$ cat src/rtl/fp_norm_round_pipe.sv
// Three-stage normalize/round pipeline: two's-complement mantissa + biased exponent -> packed FP.
// Define FP_NORM_ROUND_STICKY_FLAGS_EN to enable the accumulating flags_sticky register.
module fp_norm_round_pipe #(
  parameter int unsigned EXP_W = 8,
  parameter int unsigned MAN_W = 23
) (
  input  logic                   clk,
  input  logic                   rst_n,
  input  logic                   in_valid,
  output logic                   in_ready,
  input  logic [MAN_W+4:0]       in_mant,
  input  logic [EXP_W-1:0]       in_exp,
  output logic                   out_valid,
  input  logic                   out_ready,
  output logic [EXP_W+MAN_W:0]   out_r,
  output logic [2:0]             out_flags,
  output logic [2:0]             flags_sticky,
  input  logic                   flags_clr
);

  localparam int unsigned M     = MAN_W + 5;
  localparam int unsigned MAG_W = M - 1;       // carry..sticky
  localparam int unsigned NRM_W = M - 2;       // hidden..sticky
  localparam int unsigned EW    = EXP_W + 2;
  localparam int unsigned FR_W  = MAN_W + 1;
  localparam int unsigned LZ_W  = $clog2(NRM_W + 1);
  localparam logic signed [EW-1:0] EXP_MAX  = EW'((1 << EXP_W) - 1);
  localparam logic signed [EW-1:0] EXP_ZERO = '0;

  logic                   rdy_q, rdy_d;
  logic                   v1_q, v1_d, v2_q, v2_d, v3_q, v3_d;
  logic                   sign1_q, sign1_d, sign2_q, sign2_d;
  logic [MAG_W-1:0]       mag1_q, mag1_d;
  logic [EXP_W-1:0]       exp1_q, exp1_d;
  logic [NRM_W-1:0]       nrm2_q, nrm2_d;
  logic signed [EW-1:0]   exp2_q, exp2_d;
  logic [EXP_W+MAN_W:0]   r3_q, r3_d;
  logic [2:0]             flg3_q, flg3_d;

  logic                   ld1_c, ld2_c, ld3_c, acc_c;
  logic [LZ_W-1:0]        lzc;
  logic                   lz_found;
  logic                   round_up, inexact;
  logic [FR_W-1:0]        frac_rnd;
  logic signed [EW-1:0]   exp_fin;

  // A stage loads when empty or when its downstream stage loads.
  assign ld3_c    = !v3_q || out_ready;
  assign ld2_c    = !v2_q || ld3_c;
  assign ld1_c    = !v1_q || ld2_c;
  assign in_ready = rdy_q && ld1_c;
  assign acc_c    = in_valid && in_ready;

  assign out_valid = v3_q;
  assign out_r     = r3_q;
  assign out_flags = flg3_q;

  always_comb begin
    rdy_d    = 1'b1;
    v1_d     = ld1_c ? acc_c : v1_q;
    v2_d     = ld2_c ? v1_q  : v2_q;
    v3_d     = ld3_c ? v2_q  : v3_q;
    sign1_d  = sign1_q;
    mag1_d   = mag1_q;
    exp1_d   = exp1_q;
    sign2_d  = sign2_q;
    nrm2_d   = nrm2_q;
    exp2_d   = exp2_q;
    r3_d     = r3_q;
    flg3_d   = flg3_q;
    lzc      = '0;
    lz_found = 1'b0;

    // S1: sign / magnitude
    if (acc_c) begin
      sign1_d = in_mant[M-1];
      mag1_d  = in_mant[M-1] ? MAG_W'(~in_mant[M-2:0] + MAG_W'(1)) : in_mant[M-2:0];
      exp1_d  = in_exp;
    end

    // S2: leading-zero count below the carry bit, then normalize
    for (int i = NRM_W - 1; i >= 0; i--) begin
      if (!lz_found && mag1_q[i]) begin
        lzc      = LZ_W'(NRM_W - 1 - i);
        lz_found = 1'b1;
      end
    end
    if (ld2_c && v1_q) begin
      sign2_d = sign1_q;
      if (mag1_q[MAG_W-1]) begin
        nrm2_d = {mag1_q[MAG_W-1:2], |mag1_q[1:0]};
        exp2_d = EW'({2'b00, exp1_q}) + EW'(1);
      end else begin
        nrm2_d = NRM_W'(mag1_q[NRM_W-1:0] << lzc);
        exp2_d = EW'({2'b00, exp1_q}) - EW'(lzc);
      end
    end

    // S3: round to nearest-even, then range check on the final exponent
    round_up = nrm2_q[1] && (nrm2_q[0] || nrm2_q[2]);
    inexact  = nrm2_q[1] || nrm2_q[0];
    frac_rnd = {1'b0, nrm2_q[NRM_W-2:2]} + FR_W'(round_up);
    exp_fin  = exp2_q + EW'(frac_rnd[MAN_W]);
    if (ld3_c && v2_q) begin
      if (!nrm2_q[NRM_W-1]) begin
        r3_d   = '0;
        flg3_d = 3'b000;
      end else if (exp_fin >= EXP_MAX) begin
        r3_d   = {sign2_q, {EXP_W{1'b1}}, {MAN_W{1'b0}}};
        flg3_d = 3'b101;
      end else if (exp_fin <= EXP_ZERO) begin
        r3_d   = {sign2_q, {(EXP_W + MAN_W){1'b0}}};
        flg3_d = 3'b011;
      end else begin
        r3_d   = {sign2_q, exp_fin[EXP_W-1:0], frac_rnd[MAN_W-1:0]};
        flg3_d = {2'b00, inexact};
      end
    end
  end

  always_ff @(posedge clk or negedge rst_n) begin
    if (!rst_n) begin
      rdy_q   <= 1'b0;
      v1_q    <= 1'b0;
      v2_q    <= 1'b0;
      v3_q    <= 1'b0;
      sign1_q <= 1'b0;
      mag1_q  <= '0;
      exp1_q  <= '0;
      sign2_q <= 1'b0;
      nrm2_q  <= '0;
      exp2_q  <= '0;
      r3_q    <= '0;
      flg3_q  <= '0;
    end else begin
      rdy_q   <= rdy_d;
      v1_q    <= v1_d;
      v2_q    <= v2_d;
      v3_q    <= v3_d;
      sign1_q <= sign1_d;
      mag1_q  <= mag1_d;
      exp1_q  <= exp1_d;
      sign2_q <= sign2_d;
      nrm2_q  <= nrm2_d;
      exp2_q  <= exp2_d;
      r3_q    <= r3_d;
      flg3_q  <= flg3_d;
    end
  end

`ifdef FP_NORM_ROUND_STICKY_FLAGS_EN
  logic [2:0] sticky_q, sticky_d;

  // A handshake in the same cycle as a clear still lands its flags.
  always_comb begin
    sticky_d = flags_clr ? 3'b000 : sticky_q;
    if (v3_q && out_ready) sticky_d = sticky_d | flg3_q;
  end

  always_ff @(posedge clk or negedge rst_n) begin
    if (!rst_n) sticky_q <= 3'b000;
    else        sticky_q <= sticky_d;
  end

  assign flags_sticky = sticky_q;
`else
  logic unused_flags_clr;
  assign unused_flags_clr = flags_clr;
  assign flags_sticky     = 3'b000;
`endif

endmodule

$ cat config.mk
export PLATFORM = sky130hd
export DESIGN_NAME = fp_norm_round_pipe
export DESIGN_NICKNAME = d
export VERILOG_FILES = /design/src/rtl/fp_norm_round_pipe.sv
export SDC_FILE = /design/constraint.sdc
export NUM_CORES = 1
export LEC_CHECK = 0
export CORE_AREA = 2 2 133 135
export CTS_CLUSTER_SIZE = 16
export DETAILED_ROUTE_END_ITERATION = 6
export DIE_AREA = 0 0 135 137
export MAX_ROUTING_LAYER = met4
export PLACE_DENSITY = 0.67
export SYNTH_ARGS = -nofsm -noshare
export SYNTH_HDL_FRONTEND = slang
export SYNTH_SLANG_ARGS = --single-unit
$ cat constraint.sdc
create_clock -name clk -period 5.25 [get_ports clk]
set_input_delay 1.05 -clock clk [delete_from_list [all_inputs] [get_ports clk]]
set_output_delay 1.05 -clock clk [all_outputs]
set_load 0.02 [all_outputs]
# Word level (Yosys, flattened, before mapping)

Cells that the tools add are included.

Flip-flop bits (word level): 112
Input port bits: 41
Latch bits: 0
Bits in writable memories: 0
Memories: 0
Output and inout bits: 40
Logic and storage cells: 144
Memory bits (read-only): 0

Bitwise operators: 1
$mul: 0
Magnitude comparators: 2
Reductions and logical operators: 64
$add $sub $neg: 5
Equality and inequality tests: 0
Mux-type cells: 59
Shift operators: 1
Divide/modulo/power cells: 0

Operators by type and width:

| cell                  | count |
|---|---|
| $mux 5                | 24 |
| $mux 31               | 2 |
| $mux 32               | 1 |
| $logic_and 1x1->1     | 30 |
| $logic_not 1->1       | 28 |
| $add 27x1->27 const B | 1 |
| $mux 27               | 1 |
| $not 27->27           | 1 |
| $mux 1                | 26 |
| $mux 26               | 1 |
| $shl 26x5->26         | 1 |
| $add 23x1->24         | 1 |
| $add 10x1->10         | 1 |
| $ge 10x9->1 const B   | 1 |
| $le 10x1->1 const B   | 1 |
| $mux 10               | 1 |
| $add 8x1->9 const B   | 1 |
| $sub 8x5->9           | 1 |
| $mux 3                | 2 |
| $logic_or 1x1->1      | 5 |
| $mux 2                | 1 |
| $reduce_or 2->1       | 1 |

# Longest topological paths before layout

Gate-level depths: netlist (run 1).

Depth in word-level cells: 78
Depth in mapped cells: 19
Depth with buffers taken out: 18

# Least setup slack after synthesis (run 1)

OpenSTA, ideal clock, no wires.

Path kind: register -> register
Start point: register nrm2_q[0]
End point: register r3_q[23], in the netlist out_r[23]
Path slack: 1432 ps
Arrival time: 3749 ps
Setup time: 69 ps
Data required time: 5181 ps
Buffers on the path: 0
Stages on the path, launching flop included: 19
Period minus slack after synthesis: 3818 ps
Cells stage by stage: dfrtp_1 -> o21a_1 -> ha_1 -> nand3_1 -> nor2_1 -> and3_1 -> nand4_1 -> nor3_1 -> and3_1 -> ha_1 -> ha_1 -> xor2_1 -> and3_1 -> nand4_1 -> o21ai_0 -> a21o_1 -> o21ai_0 -> nor3_1 -> a221o_1

Longest elaborated chain between the ends: 8
Elaborated cells on any way between the ends: 9
Those cells by class: add/sub: 2; order compare: 2; mux: 3; reduce/logical: 2

RTL lines:

| what                   | RTL line | text |
|---|---|---|
| start, declared        | 35       | `logic [NRM_W-1:0] nrm2_q, nrm2_d;` |
| start signal, assigned | 144      | `nrm2_q <= nrm2_d;` |
| $logic_or 1x1->1 (*)   | 100      | `round_up = nrm2_q[1] && (nrm2_q[0] \|\| nrm2_q[2]);` |
| $logic_and 1x1->1 (*)  | 100      |  |
| $add 23x1->24 (*)      | 102      | `frac_rnd = {1'b0, nrm2_q[NRM_W-2:2]} + FR_W'(round_up);` |
| $add 10x1->10 (*)      | 103      | `exp_fin = exp2_q + EW'(frac_rnd[MAN_W]);` |
| $le 10x1->1            | 111      | `end else if (exp_fin <= EXP_ZERO) begin` |
| $mux 31                | 111      |  |
| $mux 31 (*)            | 108      | `end else if (exp_fin >= EXP_MAX) begin` |
| $mux 32 (*)            | 105      | `if (!nrm2_q[NRM_W-1]) begin` |
| end signal, assigned   | 146      | `r3_q <= r3_d;` |
| end, declared          | 37       | `logic [EXP_W+MAN_W:0] r3_q, r3_d;` |

Every way passes the cells marked *; elsewhere a longest branch is shown, timed or not.
A chain may end at the register's enable or synchronous reset.

# Final worst setup path (run 1)

Same ends and word-level chain as after synthesis.

==> impl_summary.md, run 1 <==
Outcome
The run finished with clean final reports.

Finish
The final standard cell count with taps included and fillers excluded is 1180. The layout cell share with drive strength beyond 1 is under 10%. For this run, the post-layout net count is 1003. Relative to the synthesized area, the layout overhead comes to 14.65%.

The library cells used most frequently in the layout, excluding fill and tap cells, are nand2_1, dfrtp_1, o21ai_0. The number of diodes added for antenna fixing is 0. The area of all placed cells without fillers is around 9000 µm².

The library cell used most frequently in the layout, excluding fill and tap cells, is nand2_1. Cells fill 52.71% of the core in the end. The filler cells instantiated in the layout total 1636.

Route
After detailed routing, the average wire length per cell comes to 18.36 µm. The first detailed-routing pass ran for 5 iterations. The total length of routed wires is 21660 µm. The total via count in the routed design is roughly 7100. The number of nets still failing antenna checks after routing is 0. The via density per instance is 6.035.

The number of DRC markers after the initial detailed-route iteration is 736. The number of remaining DRC errors is 0.

STA
The worst pin sits at a relative slew slack of 28.21%. Setup violations remaining at the end of the flow were counted as 0. The aggregate negative setup slack is 0 ns. Setup repair after global routing left no endpoint under its margin.

The routed design could run at a clock period as short as approximately 4.4 ns. The slew at the pin closest to its max-slew limit is 1.074 ns. Setup slack on the critical path of the routed design comes to between 0.8 and 0.9 ns. The final hold slack is 0.4786 ns. The number of endpoints with negative hold slack in the final report is 0. Across the routed clock network, the largest skew measured is ~0.0086 ns.

Static timing analysis puts the maximum clock frequency at 225.7 MHz. The final critical-path share of the clock period is 84.41%. The number of pins with negative max-slew slack in the final report is 0.

Floorplan
The width of the chip is between 100 and 150 µm. The total die area is between 15000 and 20000 µm². The core region is 17060 µm². The height of the die is 137 µm. Row generation in the floorplan step produced 48 rows. The initial utilization of the core area, before any placement, comes to approximately 46%.

For this design the top-level I/O count stands at 81.

Global routing
Entering global routing, the biggest net connects 75 pins. The number of antenna violations at the first check in global routing was 0. The overflow left after global routing is 0. The number of global-route vias before repair is 6703. The total routing usage reported by global routing is roughly a quarter. The wire length of the first global-routing pass is 35540 µm.

Clock network
Clock tree synthesis found a total of 112 sinks. The H-tree depth is 3. TritonCTS built the clock tree. Gates resized during post-CTS repair numbered 0. The latest clock arrival within the worst-skew pair is 0.36 ns. The total clock buffers created by CTS is 9. Buffers inserted to repair hold after CTS numbered 0. The clock passes through at most 2 buffers. The clock-pin slew of the registers on the worst-case setup and hold paths is 0.07 ns.

The total setup buffers inserted after CTS is 0. The cell at the root of the clock tree is clkbuf_16.

Critical path
The maximum net fanout on the critical path is 6. The type of element launching the critical path is a flip-flop. The data arrival at the endpoint of the critical path is 4.72 ns. The critical path class is reg2reg. The worst setup path is captured at a flip-flop.

The required time reported for the critical path endpoint is ~5.5 ns.

Synth
The async set-reset flop share out of synthesis is 100.0%. The netlist uses 85 different library cells. The mapped netlist covers 7843 µm². The combinational family with the most area after synthesis is compound AO/OA/AOI/OAI gates. The flip-flop cell with the highest count after synthesis is dfrtp_1. The total of flip-flops plus latches after synthesis is 112. The area fraction in and, or, nand and nor cells after synthesis is 21.09%. The number of warnings issued by yosys is 0. The number of enable-type register cells in the synthesized netlist is 0. The mux share of post-synthesis cell area is 5.648%. Dividing the synthesized area by the synthesized cell count gives between 8 and 9 µm². The gate count after technology mapping is slightly above 900.

The synthesized netlist devotes 23.71% of its cell area to compound gates. The register area share after synthesis is 35.74%. The post-synthesis xor/xnor area fraction is 6.589%. Summing the areas of all fa, ha and maj instances in the mapped netlist gives 2.010% of the synthesized area.

Placed design
The wire-length estimate of the detail-placed layout is 15870 µm. The global placement routability congestion is 0.9810. Timing analysis after detailed placement gives a worst setup slack of about 0.8 ns. The count of buffers added on input and output ports is 76. Counting tap cells, the placed design contains a total of 1164 instances. Summing all placed instances gives a cell area of approximately 8700 µm².

Flow run
The max-capacitance violation count is 0.

Power and ir drop
Overall power consumption after layout is estimated at 3.663 mW. Across the VDD grid, the largest voltage drop is 0.2087 mV. For this design the ratio of total power to cell area is 407.3 nW/µm². The leakage power is 3.646 nW.

Min path
The path class of the tightest hold or removal check is reg2reg.
-- cells in the mapped netlist, types with 15 or more instances --
cell	count	area, µm²
a211oi_1	24	180.2
xor2_1	35	306.5
a21oi_1	42	210.2
nand3_1	25	125.1
nor2_1	57	214.0
clkbuf_1	38	142.6
xnor2_1	24	210.2
inv_1	19	71.32
and3_1	22	137.6
nor3_1	23	115.1
mux2i_1	18	180.2
o21ai_0	85	425.4
dfrtp_1	112	2803
buf_2	15	75.07
o31ai_1	21	157.7
nand2_1	128	480.5
-- critical path, stage by stage (launching register included) --
cell and delay, ns:
dfrtp_1 0.38, o21a_1 0.14, ha_1 0.17, nand3_1 0.12
nor2_1 0.18, and3_1 0.28, nand4_1 0.21, nor3_1 0.36
and3_1 0.28, ha_1 0.23, ha_1 0.28, xor2_1 0.27
and3_1 0.19, nand4_1 0.08, o21ai_0 0.15, a21o_1 0.12
o21ai_0 0.20, nor3_1 0.42, buf_4 0.22, a221o_1 0.10
-- sequential cells by signal, summed over array words and instances (netlist names), 3 cells and up --
register and flops:
mag1_q 27, nrm2_q 26, exp2_q 10, out_r 32, out_flags 3, exp1_q 8
-- power by group --
part / leakage, nW / switching, mW / internal, mW
Combinational: 2.11 / 0.881 / 0.686
Clock: 0.141 / 0.327 / 0.354
Sequential: 1.40 / 0.312 / 1.10
-- final timing paths --
kind	start	end	slack [ns]	cells after the start
setup / recovery	nrm2_q[0]	out_r[23]	0.82	19
hold / removal	out_flags[2]	out_flags[2]	0.48	1
setup reg to reg	nrm2_q[0]	out_r[23]	0.82	19
hold reg to reg	out_flags[2]	out_flags[2]	0.48	1
max in group asynchronous	rst_n	mag1_q[11]	3.40	2
min in group asynchronous	rst_n	out_r[28]	0.83	1
-- per-layer routing --
| layer | global-route usage [%] | vias to the layer above | part of all wire [%] |
|---|---|---|---|
| li1 | - | 3437 | - |
| met1 | 33.97 | 3349 | 45 |
| met2 | 38.24 | 295 | 45 |
| met3 | 3.667 | 40 | 7.3 |
| met4 | 9.433 | 0 | 2.5 |
| met5 | - | - | 0 |
-- area by class of cell --
| cell class | count | area (µm²) | share of cell area (%) |
|---|---|---|---|
| clock inverter | 4 | 36.28 | 0.4036 |
| timing repair buffer | 91 | 870.8 | 9.686 |
| clock buffer | 12 | 256.5 | 2.853 |
| multi-input combinational | 713 | 4654 | 51.77 |
| sequential | 112 | 2803 | 31.17 |
| inverter | 23 | 88.84 | 0.9880 |
| tap | 225 | 281.5 | 3.131 |
-- cells by family after synthesis --
kind of cell / Yosys count
and+or+nand+nor: 328
AOI/OAI and AO/OA: 275
DFF: 112
buffers and inverters: 92
xor gates and xnor gates: 59
muxes: 35
adders and majority gates: 12
other: 2
(Power assumes the default switching activity.)
==> run 2: changes to the inputs <==
Clock period 5.25 ns to 4.2 ns, I/O delays scaled along.
==> impl_summary.md, run 2 (synthesis results as in run 1) <==
Outcome
The flow ran to the end, and the final reports show no timing, DRC or antenna violations.

STA
The top achievable clock speed was 256.4 MHz (+14%). The final critical-path share of the clock period came to 92.85% (+8.4 points). The aggregate negative setup slack is 0 ns (unchanged). The final hold slack is 0.4796 ns (+0.0009280 ns).

The minimum clock period after layout is 3.900 ns (-0.5319 ns). The worst relative slew slack is 26.01% (-2.2 points). The number of pins with negative max-slew slack in the final report is 0 (unchanged). The setup skew after layout was 0.01224 ns (+0.003624 ns). The slew at the pin closest to its max-slew limit is 1.107 ns (+0.03287 ns).

The number of endpoints with negative hold slack in the final report is 0 (unchanged). The final setup violation count is 0 (unchanged).

Clock network
The TritonCTS sink count is 112 (unchanged). The clock-pin slew of the registers on the worst-case setup and hold paths came to 0.07 ns (about the same). The latest clock arrival within the worst-skew pair is 0.36 ns (about the same). The largest buffer count on any clock path came to 2 (unchanged). The TritonCTS clock tree is yes. The total clock buffers created by CTS is 9 (unchanged). The H-tree depth came to 3 (unchanged). The number of buffers inserted by hold repair at cts is 0 (unchanged).

The cell at the root of the clock tree is clkbuf_16.

Critical path
The critical path is of the reg2reg type. The maximum net fanout on the critical path came to 9 (+3). The slack of the worst reg-to-reg path came to 0.30 ns (-0.52 ns). The worst setup path is launched from a flip-flop.

The capturing element type of the critical path is a flip-flop. The cell with the largest stage delay on the worst path is dfrtp_1. The required time reported for the critical path endpoint was 4.44 ns (-1.10 ns). The largest stage delay on the critical path is 0.38 ns (-0.04 ns). The data arrival at the endpoint of the critical path is 4.14 ns (-0.58 ns). The critical path goes through o21a_1, ha_1, nand3_1, nor2_1, and3_1, nand4_1, nor3_2, and3_1, ha_1, ha_2, nand3_1, xnor2_2, nand4_1, o21ai_0, a21o_1, o21ai_0, nor3_1, buf_4, a221o_1.

Route
The number of remaining DRC errors came to 0 (unchanged). The via density per instance is 5.972 (-1.0%). The final routed wire length divided by cell count is 18.11 µm (-1.4%). The number of nets still failing antenna checks after routing came to 0 (unchanged).

The total via count in the routed design is 7136 (+0.21%). The first-pass iteration count of the detailed router was 5 (unchanged). The total length of routed wires is 21640 µm (-0.12%). The number of DRC markers after the initial detailed-route iteration is 597 (-19%).

Finish
The number of diodes added for antenna fixing was 0 (unchanged). The layout cell share with drive strength beyond 1 is 9.175% (+2.1 points). The most common cell after layout, fill and taps aside is nand2_1.

In the layout the commonest cells are nand2_1, dfrtp_1, o21ai_0. The growth of design area from synthesis to finish is 16.45%. The final net count is 1018 (+1.5%). The area of all placed cells without fillers was 9133 µm² (+1.6%).

The number of flip-flops under the largest register name is 32 (unchanged).

Floorplan
The count of standard-cell rows is 48 (unchanged). The initial core utilization is 45.98% (unchanged). The height of the die is 137 µm (unchanged).

The width of the chip is 135 µm (unchanged). The top-level port count came to 81 (unchanged). The core area came to 17060 µm² (unchanged). The total die area was 18500 µm² (unchanged).

Global routing
The overflow left after global routing came to 0 (unchanged). The total routing usage reported by global routing is 25.05% (about the same). The number of antenna violations at the first check in global routing was 0 (unchanged). The number of global-route vias before repair is 6658 (-0.67%). The wire length of the first global-routing pass is 35450 µm (-0.23%). The largest net degree at the start of global routing is 77 (+2.7%).

Min path
The kind of path behind the tightest hold check is reg2reg.

Placed design
The global placement routability congestion is 0.9807 (about the same). The count of input and output buffers came to 76 (unchanged). The cell area after placement came to 8823 µm² (+1.4%). The placed wire-length estimate after detailed placement is 16300 µm (+2.7%).

Power and ir drop
The power density of the placed cells is 503.9 nW/µm² (+24%). The leakage power is 3.732 nW (+2.4%). The highest ir drop seen on vdd is 0.2642 mV (+27%).

Flow run
The max-capacitance violation count is 0 (unchanged).
## run 2: area by class of cell
class | count | area [µm²]
Sequential cell | 112 | 2803
Fill cell | 1672 | 7924
Inverter | 23 | 88.84
Timing Repair Buffer | 106 | 996.0
Multi-Input combinational cell | 713 | 4682
Clock inverter | 6 | 42.54
Tap cell | 225 | 281.5
Clock buffer | 10 | 239.0
## run 2: power by group
part / internal [mW] / total [mW] / switching (mW) / leakage, nW
registers: 1.38 / 1.76 / 0.381 / 1.40
logic: 0.884 / 2.00 / 1.12 / 2.19
clock network: 0.423 / 0.840 / 0.417 / 0.141
## run 2: layer usage
layer,GRT usage [%],share of wire [%],up-vias
met1,34.14,46,3327
li1,-,-,3478
met4,8.565,2.5,0
met3,3.000,7.1,42
met2,38.95,45,289
met5,-,0,-
## run 2: timing repair
action                                 CTS  global route
endpoints found under the hold margin    0             0
setup endpoints to repair                0            31
buffers inserted                         0             0
gates resized for setup                  0             5
## run 2: per-stage QoR
| stage | power [mW] | setup slack, ns | util [%] | std cells |
|---|---|---|---|---|
| after global placement | 3.719 | 0.2285 | 51.73 | 1179 |
| after floorplan | 2.999 | 0.3820 | - | 917 |
| after CTS | 4.589 | 0.1542 | 53.38 | 1195 |
| final | 4.602 | 0.3004 | 53.54 | 1195 |
| after detailed placement | 3.747 | 0.1726 | 51.73 | 1179 |
| after global routing | 4.894 | -0.01397 | 53.54 | 1195 |
## run 2: final timing paths
path,endpoint,from,cells past startpoint
setup / recovery,out_r[27],nrm2_q[0],19
hold / removal,out_r[18],out_r[18],2
setup reg to reg,out_r[27],nrm2_q[0],19
hold reg to reg,out_r[18],out_r[18],2
max in group asynchronous,out_r[15],rst_n,2
min in group asynchronous,out_r[29],rst_n,1
## run 2: critical path, delay by kind of cell, from the launching register on
family / cells / cell delay, ns
buffers and inverters: 1 / 0.19
flip-flops: 1 / 0.38
AO/OA/AOI/OAI: 5 / 0.84
XOR/XNOR: 1 / 0.18
AND/OR/NAND/NOR: 9 / 1.55
adder cells (fa/ha/maj): 3 / 0.63
==> run 3: changes to the inputs <==
Settings changed: CORE_AREA 2 2 133 135 to 2 2 144 146, DIE_AREA 0 0 135 137 to 0 0 146 148, PLACE_DENSITY 0.67 to 0.64.
==> impl_summary.md, run 3 (synthesis results as in run 1) <==
Global routing
The overflow left after global routing is 0 (unchanged). The number of global-route vias before repair came to 6603 (-0.83%). The total routing usage reported by global routing is 21.32% (-3.7 points). The largest net degree at the start of global routing is 87 (+13%). The number of antenna violations at the first check in global routing is 0 (unchanged). The wire length of the first global-routing pass is 36050 µm (+1.7%).

STA
The aggregate negative setup slack is 0 ns (unchanged). Setup repair after global routing left no endpoint under its margin. The final critical-path share of the clock period is 90.24% (-2.6 points). The top achievable clock speed came to 263.8 MHz (+2.9%). The number of endpoints with negative hold slack in the final report is 0 (unchanged).

The worst relative slew slack came to 25.64% (-0.37 points). The minimum clock period after layout is 3.790 ns (-0.1095 ns). The slack of the critical path is 0.4099 ns (+0.1095 ns). The setup skew after layout is 0.01027 ns (-0.001978 ns). The slew at the pin closest to its max-slew limit is 1.113 ns (+0.005523 ns). The final setup violation count was 0 (unchanged). The number of pins with negative max-slew slack in the final report is 0 (unchanged).

Finish
The area taken by multi-input logic gates is 4671 µm² (-0.24%). The layout cell share with drive strength beyond 1 is 9.353% (+0.18 points). The area occupied by registers was 2803 µm² (unchanged). The growth of design area from synthesis to finish is 18.08%. The final net count is 1021 (+0.29%). The number of flip-flops under the largest register name is 32 (unchanged).

The most common cell after layout, fill and taps aside is nand2_1. Leaving out fill and tap cells, the most frequent cells in the layout are nand2_1, dfrtp_1, o21ai_0. The number of diodes added for antenna fixing is 0 (unchanged). The number of inserted filler cells in the final layout came to 2043 (+22%).

The area of all placed cells without fillers is 9260 µm² (+1.4%).

Clock network
The latest clock arrival within the worst-skew pair is 0.36 ns (about the same). The H-tree depth was 3 (unchanged). The largest buffer count on any clock path is 2 (unchanged). The clock-pin slew of the registers on the worst-case setup and hold paths came to 0.07 ns (about the same). The TritonCTS sink count is 112 (unchanged). The total clock buffers created by CTS is 9 (unchanged). The cell at the root of the clock tree is clkbuf_16. The TritonCTS clock tree is yes. The number of buffers inserted by hold repair at cts is 0 (unchanged).

Min path
The kind of path behind the tightest hold check is reg2reg. The worst hold path cell count is 2 (unchanged).

Route
The final routed wire length divided by cell count is 17.66 µm (-2.5%). The number of DRC markers after the initial detailed-route iteration is 458 (-23%). The via density per instance is 5.722 (-4.2%). The total via count in the routed design came to 7113 (-0.32%). The number of remaining DRC errors is 0 (unchanged).

The first-pass iteration count of the detailed router is 5 (unchanged). The number of nets still failing antenna checks after routing was 0 (unchanged). The total length of routed wires is 21950 µm (+1.5%).

Power and ir drop
The highest ir drop seen on vdd came to 0.2028 mV (-23%). The post-layout total power is 4.737 mW (+2.9%). The leakage power is 3.760 nW (+0.76%). The power density of the placed cells is 511.6 nW/µm² (+1.5%).

Critical path
The required time reported for the critical path endpoint is 4.50 ns (+0.06 ns). The critical path class is reg2reg. In this run the critical register-to-register path is launched from nrm2_q[0]. The capturing element type of the critical path is a flip-flop. In this run the worst setup path begins at nrm2_q[0]. The maximum net fanout on the critical path is 9 (unchanged). In this run the critical register-to-register path is captured at out_r[27].

The data arrival at the endpoint of the critical path is 4.09 ns (-0.05 ns). The slack of the worst reg-to-reg path was 0.41 ns (+0.11 ns). The worst setup path is launched from a flip-flop. Following the worst setup path forward leads to its endpoint at out_r[27]. The number of cells on the worst reg-to-reg path was 19 (unchanged).

Outcome
The flow ran to the end, and the final reports show no timing, DRC or antenna violations.

Floorplan
The total die area came to 21610 µm² (+17%). The height of the die is 148 µm (+8.0%). The core area is 20040 µm² (+17%). The width of the chip was 146 µm (+8.1%). The top-level port count is 81 (unchanged). The initial core utilization came to 39.14% (-6.8 points). The count of standard-cell rows is 52 (+8.3%).

Placed design
The pre-CTS setup slack was 0.1158 ns (-0.05672 ns). The cell area after placement is 8907 µm² (+0.95%). The placed wire-length estimate after detailed placement was 16350 µm (+0.28%). The count of input and output buffers is 76 (unchanged). The global placement routability congestion came to 0.9524 (-2.9%).

Flow run
The max-capacitance violation count came to 0 (unchanged).
-- run 3: cell types whose count changed in the layout (fill, tap and decap cells not counted), sizes merged --
cell	previous run	this run
bufinv	0	2
inv	24	23
clkinv	4	3
buf	31	34
-- run 3: routing by layer --
metal / vias to the layer above / share of wire [%] / track usage [%]
li1: 3479 / - / -
met1: 3299 / 47 / 29.95
met2: 287 / 43 / 30.92
met3: 48 / 7.5 / 3.704
met4: 0 / 3.1 / 7.816
met5: - / 0 / -
-- run 3: final cells by class --
cell class	count	area share (%)
clock inverters	6	0.9728
flip-flops and latches	112	30.27
repair buffers	109	11.13
multi-input cells	713	50.44
clock buffers	10	2.581
well taps	270	3.648
inverters	23	0.9593
-- run 3: metrics by stage --
step | utilization, % | cells | hold slack (ns)
6_report | 46.21 | 1243 | 0.4765
5_1_grt | 46.21 | 1243 | 0.5122
4_1_cts | 46.09 | 1242 | 0.4846
3_5_place_dp | 44.45 | 1226 | 0.4687
3_3_place_gp | 44.45 | 1226 | 0.4621
2_1_floorplan | - | 917 | 0.4331
-- run 3: repair_timing --
| item | 4_1_cts | 5_1_grt |
|---|---|---|
| setup endpoints to repair | 0 | 32 |
| buffers inserted | 0 | 1 |
| gates resized for setup | 0 | 4 |
-- run 3: power breakdown --
group,leakage [nW],switching [mW],internal (mW)
sequential,1.40,0.370,1.38
combinational,2.20,1.13,0.898
clock,0.159,0.414,0.542
-- run 3: how the worst min path moves through the flow --
stage                           end       from
after floorplan             sign2_q    sign1_q
after global placement    out_r[22]  out_r[22]
after detailed placement  out_r[18]  out_r[18]
after CTS                 out_r[18]  out_r[18]
after global routing      out_r[31]  out_r[31]
final                     out_r[11]  out_r[11]
-- run 3: worst max-delay path: stages (launching register included) --
cell and delay (ns):
dfrtp_1 0.38, o21a_1 0.14, ha_1 0.15, nand3_1 0.11, nor2_1 0.18, and3_2 0.25
nand4_1 0.14, nor3_2 0.17, and3_1 0.23, ha_1 0.24, ha_2 0.24, xor2_2 0.18
and3_1 0.17, nand4_1 0.08, o21ai_0 0.17, a21o_1 0.13, o21ai_0 0.20, nor3_1 0.25
buf_4 0.19, a221o_1 0.12
